--- config.mk ---
export PLATFORM = sky130hd
export DESIGN_NAME = operand_fetch_flat
export DESIGN_NICKNAME = d
export VERILOG_FILES = /design/src/rtl/operand_fetch_if.sv /design/src/rtl/operand_fetch.sv /design/src/flat_wrapper.sv
export SDC_FILE = /design/constraint.sdc
export NUM_CORES = 1
export LEC_CHECK = 0
export ABC_AREA = 1
export CAP_MARGIN = 0
export CORE_ASPECT_RATIO = 0.7
export CORE_MARGIN = 2
export CORE_UTILIZATION = 38
export CTS_CLUSTER_DIAMETER = 40
export DETAILED_ROUTE_END_ITERATION = 10
export PLACE_DENSITY = 0.75
export SLEW_MARGIN = 10
export SYNTH_ARGS = -nofsm -noshare
export SYNTH_HDL_FRONTEND = slang
export SYNTH_SLANG_ARGS = --single-unit
--- constraint.sdc ---
create_clock -name clk -period 1.2 [get_ports clk]
set_input_delay 0.24 -clock clk [delete_from_list [all_inputs] [get_ports clk]]
set_output_delay 0.24 -clock clk [all_outputs]
set_load 0.03 [all_outputs]
--- src/rtl/operand_fetch_if.sv ---
// operand_fetch_if: bundles the request, register-bank read port and ALU handshake
// signals of the operand fetch unit.
//   start/src_a/src_b : request from the control unit
//   busy              : fetch unit is not idle
//   rd_addr/rd_data   : register bank read port (combinational read)
//   op_a/op_b         : latched operands to the ALU
//   op_valid/op_ready : ALU handshake
// Modports:
//   master : the surroundings (control unit, register bank, ALU)
//   slave  : the operand fetch unit itself
interface operand_fetch_if #(
   parameter int DATA_W = 16,
   parameter int ADDR_W = 4
);
   logic              start;
   logic [ADDR_W-1:0] src_a;
   logic [ADDR_W-1:0] src_b;
   logic              busy;
   logic [ADDR_W-1:0] rd_addr;
   logic [DATA_W-1:0] rd_data;
   logic [DATA_W-1:0] op_a;
   logic [DATA_W-1:0] op_b;
   logic              op_valid;
   logic              op_ready;

   modport master (
      output start, src_a, src_b, rd_data, op_ready,
      input  busy, rd_addr, op_a, op_b, op_valid
   );

   modport slave (
      input  start, src_a, src_b, rd_data, op_ready,
      output busy, rd_addr, op_a, op_b, op_valid
   );
endinterface

--- src/rtl/operand_fetch.sv ---
// operand_fetch: reads two source operands through the register bank's single
// combinational read port (A first, then B), latches them and offers them to
// the ALU with a valid/ready handshake.
// Ports:
//   clk : system clock, rising edge
//   rst : synchronous, active-high reset
//   bus : operand_fetch_if.slave (request, read port, ALU handshake)
// Optional build macro OPFETCH_SAME_SRC_EN: when both sources name the same
// register, one read fills both operands and FETCH_B is skipped.
module operand_fetch #(
   parameter int DATA_W = 16,
   parameter int ADDR_W = 4
) (
   input logic           clk,
   input logic           rst,
   operand_fetch_if.slave bus
);

   localparam logic [1:0] IDLE    = 2'd0;
   localparam logic [1:0] FETCH_A = 2'd1;
   localparam logic [1:0] FETCH_B = 2'd2;
   localparam logic [1:0] HOLD    = 2'd3;

   logic [1:0]        state_q, state_d;
   logic [ADDR_W-1:0] a_idx_q, b_idx_q;
   logic [DATA_W-1:0] op_a_q, op_b_q;
   logic              same_src;

`ifdef OPFETCH_SAME_SRC_EN
   assign same_src = (a_idx_q == b_idx_q);
`else
   assign same_src = 1'b0;
`endif

   always_comb begin
      state_d = state_q;
      case (state_q)
         IDLE:    if (bus.start) state_d = FETCH_A;
         FETCH_A: state_d = same_src ? HOLD : FETCH_B;
         FETCH_B: state_d = HOLD;
         HOLD:    if (bus.op_ready) state_d = IDLE;
         default: state_d = IDLE;
      endcase
   end

   always_ff @(posedge clk) begin
      if (rst) begin
         state_q <= IDLE;
         a_idx_q <= '0;
         b_idx_q <= '0;
         op_a_q  <= '0;
         op_b_q  <= '0;
      end else begin
         state_q <= state_d;
         // Requests are only taken in IDLE; a start while busy is dropped.
         if (state_q == IDLE && bus.start) begin
            a_idx_q <= bus.src_a;
            b_idx_q <= bus.src_b;
         end
         if (state_q == FETCH_A) begin
            op_a_q <= bus.rd_data;
            if (same_src) op_b_q <= bus.rd_data;
         end
         if (state_q == FETCH_B) begin
            op_b_q <= bus.rd_data;
         end
      end
   end

   // Read address depends on state only; zero outside the fetch cycles.
   always_comb begin
      bus.rd_addr = '0;
      case (state_q)
         FETCH_A: bus.rd_addr = a_idx_q;
         FETCH_B: bus.rd_addr = b_idx_q;
         default: bus.rd_addr = '0;
      endcase
   end

   assign bus.busy     = (state_q != IDLE);
   assign bus.op_valid = (state_q == HOLD);
   assign bus.op_a     = op_a_q;
   assign bus.op_b     = op_b_q;

endmodule
--- src/flat_wrapper.sv ---
// flat-port wrapper written by rule: the top's interface ports become plain ports
module operand_fetch_flat 
#(
   parameter int DATA_W = 16,
   parameter int ADDR_W = 4
)
  (clk, rst, bus_start, bus_src_a, bus_src_b, bus_rd_data, bus_op_ready, bus_busy, bus_rd_addr, bus_op_a, bus_op_b, bus_op_valid);
  operand_fetch_if #(.DATA_W(DATA_W), .ADDR_W(ADDR_W)) bus_i ();
  input logic clk;
  input logic rst;
  input wire logic [$bits(bus_i.start)-1:0] bus_start;
  input wire logic [$bits(bus_i.src_a)-1:0] bus_src_a;
  input wire logic [$bits(bus_i.src_b)-1:0] bus_src_b;
  input wire logic [$bits(bus_i.rd_data)-1:0] bus_rd_data;
  input wire logic [$bits(bus_i.op_ready)-1:0] bus_op_ready;
  output wire logic [$bits(bus_i.busy)-1:0] bus_busy;
  output wire logic [$bits(bus_i.rd_addr)-1:0] bus_rd_addr;
  output wire logic [$bits(bus_i.op_a)-1:0] bus_op_a;
  output wire logic [$bits(bus_i.op_b)-1:0] bus_op_b;
  output wire logic [$bits(bus_i.op_valid)-1:0] bus_op_valid;
  assign bus_i.start = bus_start;
  assign bus_i.src_a = bus_src_a;
  assign bus_i.src_b = bus_src_b;
  assign bus_i.rd_data = bus_rd_data;
  assign bus_i.op_ready = bus_op_ready;
  assign bus_busy = bus_i.busy;
  assign bus_rd_addr = bus_i.rd_addr;
  assign bus_op_a = bus_i.op_a;
  assign bus_op_b = bus_i.op_b;
  assign bus_op_valid = bus_i.op_valid;
  operand_fetch #(.DATA_W(DATA_W), .ADDR_W(ADDR_W)) u_core (.clk(clk), .rst(rst), .bus(bus_i));
endmodule
==> results_dict.tcl, run 1 <==
set metrics [dict create \
    drt-initial-drc-count 38 \
    yosysMostFrequentCell "nor2_1" \
    cp_data_arrival_time_ns 1.33 \
    hold_path_class "flip-flop to flip-flop" \
    slowest_stage "dfxtp_4" \
    status "finished, violations left" \
    yosys_warnings 0 \
    setup-violations-final 38 \
    synth-edff-count 0 \
    htreeDepth 2 \
    ios 66 \
    cp_max_fo 5 \
    post_drt_via_cell_ratio 4.73 \
    startpoint "u_core.state_q[0]" \
    fp.dieH_um 58.5 \
    cts_root_buffer "clkbuf_8" \
    power_density_nw_per_um2 2790 \
    drive_gt1_frac 0.422 \
    cts_buffer_depth 2 \
    synthSimpleGateAreaFrac 0.231 \
    pre_cts_ws_ns -0.196 \
    final_util 0.708 \
    cap_violations 0 \
    synth_top_cell_area_share 0.521 \
    timing.fmax_mhz 636 \
    rsz0062_at_grt "true" \
    p_int_mw 4.50 \
    p_clk_frac 0.157 \
    gp_congestion 0.789 \
    netlist_area_sq_um 1610 \
    synth_compound_area_frac 0.143 \
    synthAdderAreaFrac 0.0465 \
    cts_hold_buf 0 \
    period_minus_slack_ns 1.57 \
    worst_clock_skew_ns 0.00650 \
    routedWlPerCell_um 12.9 \
    grt_max_degree 43 \
    switching_share 0.430 \
    cts_buffers 5 \
    synth.distinct_cells 16 \
    antenna_found_initial 0 \
    synthTopCellsByCount "nor2_1 (82), dfxtp_1 (42), o21ai_0 (37)" \
    die-area_sq_um 4790 \
    drc 0 \
    drtAntennaViolNets 0 \
    start_kind "flip-flop" \
    antenna_cells 0 \
    syn2layout_area_growth_pct 75.2 \
    rr_endpoint "u_core.bus.op_b[5]" \
    grt_usage 0.192 \
    r2r-start "u_core.state_q[0]" \
    num_vias 1636 \
    crit_top_cell "inv_6" \
    dr.pass1.iters 4 \
    dpl.hpwl_um 3000 \
    endpoint_kind "primary output" \
    total_power_mw 7.89 \
    setup_slack_ns -0.372 \
    path_clk_slew_ns 0.09 \
    pwr-share-comb 0.545 \
    synth.avg_cell_area_sq_um 7.65 \
    violations "setup timing" \
    yosys.area.top_type "dfxtp_1" \
    rrSetupSlack_ns -0.08 \
    path_class "flip-flop to primary output" \
    placed_cell_area_sq_um 2380 \
    final_nets 327 \
    synthArstFlopShare 0 \
    synthXorXnorAreaFrac 0 \
    clock-sinks 42 \
    fp-row-count 19 \
    crit_required_ns 0.96 \
    irDropWorstVdd_v 0.00152 \
    cpPeakStageDelay_ns 0.40 \
    synth.top_cells.by_area "dfxtp_1 (52%), nor2_1 (19%), o21ai_0 (11%)" \
    tightest_slew_ns 0.223 \
    seq_power_share 0.298 \
    drv_slew 0 \
    period_share 1.31 \
    core_sq_um 3990 \
    crit_chain "inv_6 > ha_4 > inv_6 > a21oi_4 > buf_6" \
    clkLatencyLatePin_ns 0.29 \
    relSlewSlack 0.851 \
    synth_top_family_by_area "simple AND/OR/NAND/NOR gates" \
    finalWirelength_um 4460 \
    rr_worst_depth 7 \
    port_buffers 65 \
    initial_core_util 0.404 \
    hold_violations 0 \
    ys.flop_type "dfxtp_1" \
    leakagePower_nw 1.22 \
    p_sw_mw 3.39 \
    synth.net_count 245 \
    fp.dieW_um 81.9 \
    grt-ovfl-total 0 \
    grt_pass1_vias 1572 \
    cts_tree "yes" \
    ys_ff_latch 42 \
    final_area_sq_um 2830 \
    synthMuxAreaShare 0 \
    synth-seq-area-share 0.521 \
    crit_end "bus_rd_addr[1]" \
    syn_inst 211 \
    grt_pass1_wl_um 7000 \
]
==> routing by layer <==
metal | up-vias | routed length (um) | GRT usage
met4 | 0 | 58 | 0.0643
met2 | 45 | 2010 | 0.316
met5 | - | 0 | 0
met3 | 9 | 260 | 0.0491
li1 | 833 | - | -
met1 | 749 | 2130 | 0.248
==> registers in the layout, summed over array words and instances (netlist names) <==
register and flops:
u_core.b_idx_q 4, u_core.state_q 2, u_core.bus.op_a 16, u_core.bus.op_b 16, u_core.a_idx_q 4
==> critical path: cells and delay by family (launching register included) <==
| family | cells | cell delay, ns |
|---|---|---|
| flops | 1 | 0.40 |
| fa+ha+maj | 1 | 0.28 |
| buf+inv | 3 | 0.24 |
| compound gates | 1 | 0.12 |
==> through the flow <==
stage,TNS (ns),std cells,hold slack (ns)
5_1_grt,-5.54,346,0.517
3_3_place_gp,-2.71,330,0.471
2_1_floorplan,-0.0975,211,0.368
4_1_cts,-2.73,343,0.493
3_5_place_dp,-3.46,330,0.480
6_report,-3.47,346,0.493
==> placed cells by master, fill, tap and decap left out, types with 2 or more instances in the layout <==
master,n
nor2_1,67
buf_4,43
dfxtp_1,40
clkdlybuf4s50_1,27
o21ai_2,20
o21ai_0,12
buf_6,11
nor2_2,10
nand2_1,8
o21ai_1,8
nor2_4,6
ha_4,5
clkbuf_8,5
a21oi_4,4
nand2_2,3
inv_6,3
inv_1,3
inv_2,2
nand2_4,2
a21oi_1,2
nand3_1,2
buf_12,2
dfxtp_4,2
==> worst min path at each step <==
stage	endpoint	slack, ns	start	cells after the start
5_1_grt	u_core.b_idx_q[1]	0.52	u_core.b_idx_q[1]	2
2_1_floorplan	u_core.bus.op_b[6]	0.37	bus_rd_data[6]	2
3_5_place_dp	u_core.a_idx_q[1]	0.48	u_core.a_idx_q[1]	2
6_report	u_core.bus.op_a[7]	0.49	u_core.bus.op_a[7]	2
3_3_place_gp	u_core.a_idx_q[3]	0.47	u_core.a_idx_q[3]	2
4_1_cts	u_core.a_idx_q[1]	0.49	u_core.a_idx_q[1]	2
==> cell families after synthesis <==
family          Yosys count
buf+inv                  19
flops                    42
compound gates           46
simple gates             98
fa+ha+maj                 6
==> power by group through the flow <==
stage | Combinational, mW | Sequential [mW] | Clock [mW]
after floorplan | 1.42 | 3.08 | 0
after global placement | 3.47 | 2.27 | 0
after detailed placement | 3.52 | 2.30 | 0
after CTS | 3.89 | 2.29 | 1.27
after global routing | 4.62 | 2.41 | 1.32
final | 4.30 | 2.35 | 1.24
==> cell type report <==
class                           instances  area [sq um]
Clock inverter                          2          38.8
Tap cell                               52          65.1
Multi-Input combinational cell        150           951
Clock buffer                            6          93.8
Inverter                               10          58.8
Fill cell                             320          1170
Timing Repair Buffer                   84           772
Sequential cell                        42           848
==> what timing repair did <==
item                                   4_1_cts  5_1_grt
gates cloned                                 0        1
resized for setup                           34       62
setup endpoints to repair                   46       47
endpoints found under the hold margin        0        0
pin swaps                                    1       22
setup buffers                                5        2
Power figures use the tool's default switching activity.
==> inputs of run 2 (changes only) <==
CORE_UTILIZATION = 54   (was 38)
DONT_BUFFER_PORTS = 1   (was not set)
PLACE_DENSITY = 0.72   (was 0.75)
==> results_dict.tcl, run 2 (synthesis results as in run 1) <==
set metrics [dict create \
    status "finished, violations left" \
    violations "setup timing" \
    p_sw_mw 3.10 \
    gp_congestion 0.803 \
    cts_root_buffer "clkbuf_8" \
    ios 66 \
    placed_cell_area_sq_um 1790 \
    drt-initial-drc-count 86 \
    final_common_cell "nor2_1" \
    dr.pass1.iters 4 \
    rsz0062_at_grt "true" \
    htreeDepth 2 \
    cts_buffers 5 \
    fp.dieH_um 49.7 \
    final_area_sq_um 2080 \
    crit_required_ns 0.96 \
    cp_data_arrival_time_ns 1.33 \
    setup-violations-final 22 \
    endpoint_kind "primary output" \
    grt-ovfl-total 0 \
    leakagePower_nw 0.851 \
    drtAntennaViolNets 0 \
    timing.fmax_mhz 636 \
    cts_tree "yes" \
    num_vias 1400 \
    rr_worst_depth 7 \
    worst-path-stages 4 \
    period_minus_slack_ns 1.57 \
    grt_pass1_vias 1362 \
    final_nets 255 \
    pwr-share-comb 0.362 \
    period_share 1.31 \
    fp-row-count 16 \
    relSlewSlack 0.757 \
    clock-sinks 42 \
    die-area_sq_um 3450 \
    tightest_slew_ns 0.364 \
    cpPeakStageDelay_ns 0.41 \
    drc 0 \
    switching_share 0.472 \
    post_drt_via_cell_ratio 5.43 \
    slowest_stage "dfxtp_4" \
    routedWlPerCell_um 15.1 \
    total_power_mw 6.57 \
    grt_max_degree 29 \
    port_buffers 0 \
    path_buf_inv 2 \
    drv_slew 0 \
    path_class "flip-flop to primary output" \
    hold_path_class "input pin to flip-flop" \
    final_cell_mix "nor2_1 (68), dfxtp_1 (40), o21ai_1 (18), nor2_2 (15), o21ai_0 (14)" \
    cap_violations 0 \
    dpl.hpwl_um 2720 \
    irDropWorstVdd_v 0.00165 \
    cts_buffer_depth 2 \
    seq_power_share 0.488 \
    start_kind "flip-flop" \
    antenna_cells 0 \
    setup_slack_ns -0.372 \
    cp_max_fo 5 \
    holdPathStages 2 \
    crit_chain "inv_6 > ha_4 > inv_6 > a21oi_4" \
    cpLargestDelayFamily "flip-flops" \
    core_sq_um 2820 \
    hold_violations 0 \
    syn2layout_area_growth_pct 29.1 \
    grt_usage 0.233 \
    finalWirelength_um 3900 \
    cts_hold_buf 0 \
    p_int_mw 3.47 \
    clkLatencyLatePin_ns 0.29 \
    crit_top_cell "inv_6" \
    worst_clock_skew_ns 0.00712 \
    drive_gt1_frac 0.297 \
    power_density_nw_per_um2 3150 \
    fp.dieW_um 69.3 \
    antenna_found_initial 0 \
    p_clk_frac 0.150 \
    grt_pass1_wl_um 6280 \
    path_clk_slew_ns 0.08 \
    initial_core_util 0.572 \
]
run 2: cell types whose count changed in the layout (fill, tap and decap cells not counted), sizes merged:
cell | before | now
buf | 57 | 12
bufinv | 1 | 0
clkbuf | 6 | 8
clkdlybuf4s50 | 27 | 0
clkinv | 1 | 0
clkinvlp | 1 | 2
inv | 9 | 8
run 2: timing repair:
action / in CTS / in global routing
buffers inserted: 2 / 1
resized for setup: 31 / 40
endpoints found under the setup margin: 28 / 38
gates cloned: 0 / 0
pin swaps: 3 / 0
run 2: per-stage QoR:
stage / hold WS, ns / util / instances / setup TNS, ns / setup slack [ns]
after floorplan: 0.368 / - / 211 / -0.0975 / -0.0353
after global placement: 0.372 / 0.634 / 247 / -0.746 / -0.0748
after detailed placement: 0.382 / 0.634 / 247 / -1.29 / -0.130
after CTS: 0.0733 / 0.706 / 257 / -2.39 / -0.372
after global routing: 0.0748 / 0.738 / 258 / -3.65 / -0.408
final: 0.0756 / 0.738 / 258 / -2.58 / -0.372
run 2: layer usage:
| metal | up-vias | track usage | wire length [um] |
|---|---|---|---|
| li1 | 695 | - | - |
| met4 | 0 | 0.0850 | 52 |
| met3 | 6 | 0.0859 | 330 |
| met5 | - | 0 | 0 |
| met1 | 650 | 0.292 | 1690 |
| met2 | 49 | 0.370 | 1820 |
run 2: worst paths after layout:
check	start	endpoint	slack, ns
hold reg to reg	u_core.b_idx_q[1]	u_core.b_idx_q[1]	0.50
setup reg to reg	u_core.state_q[1]	u_core.bus.op_a[4]	-0.06
setup / recovery	u_core.state_q[1]	bus_rd_addr[2]	-0.37
hold / removal	bus_rd_data[5]	u_core.bus.op_a[5]	0.08
run 2: worst reg2reg max path, cell delays in order (launching register included):
cell and delay [ns]:
dfxtp_4 0.39, inv_6 0.08, ha_4 0.18, buf_6 0.12, clkinvlp_4 0.08, buf_12 0.16
nor2_1 0.09, nor2_1 0.05
run 2: final cells by class:
cell class	instances	area, sq um
flip-flops and latches	42	848
well taps	36	45.0
clock buffers	8	101
inverters	10	65.1
repair buffers	12	145
fillers	214	739
multi-input cells	150	878
run 2: power by group through the flow:
stage | combinational, mW | clock [mW] | sequential, mW
6_report | 2.38 | 0.988 | 3.20
5_1_grt | 2.60 | 1.06 | 3.26
4_1_cts | 2.11 | 1.00 | 3.18
3_5_place_dp | 1.78 | 0 | 3.19
3_3_place_gp | 1.70 | 0 | 3.17
2_1_floorplan | 1.42 | 0 | 3.08
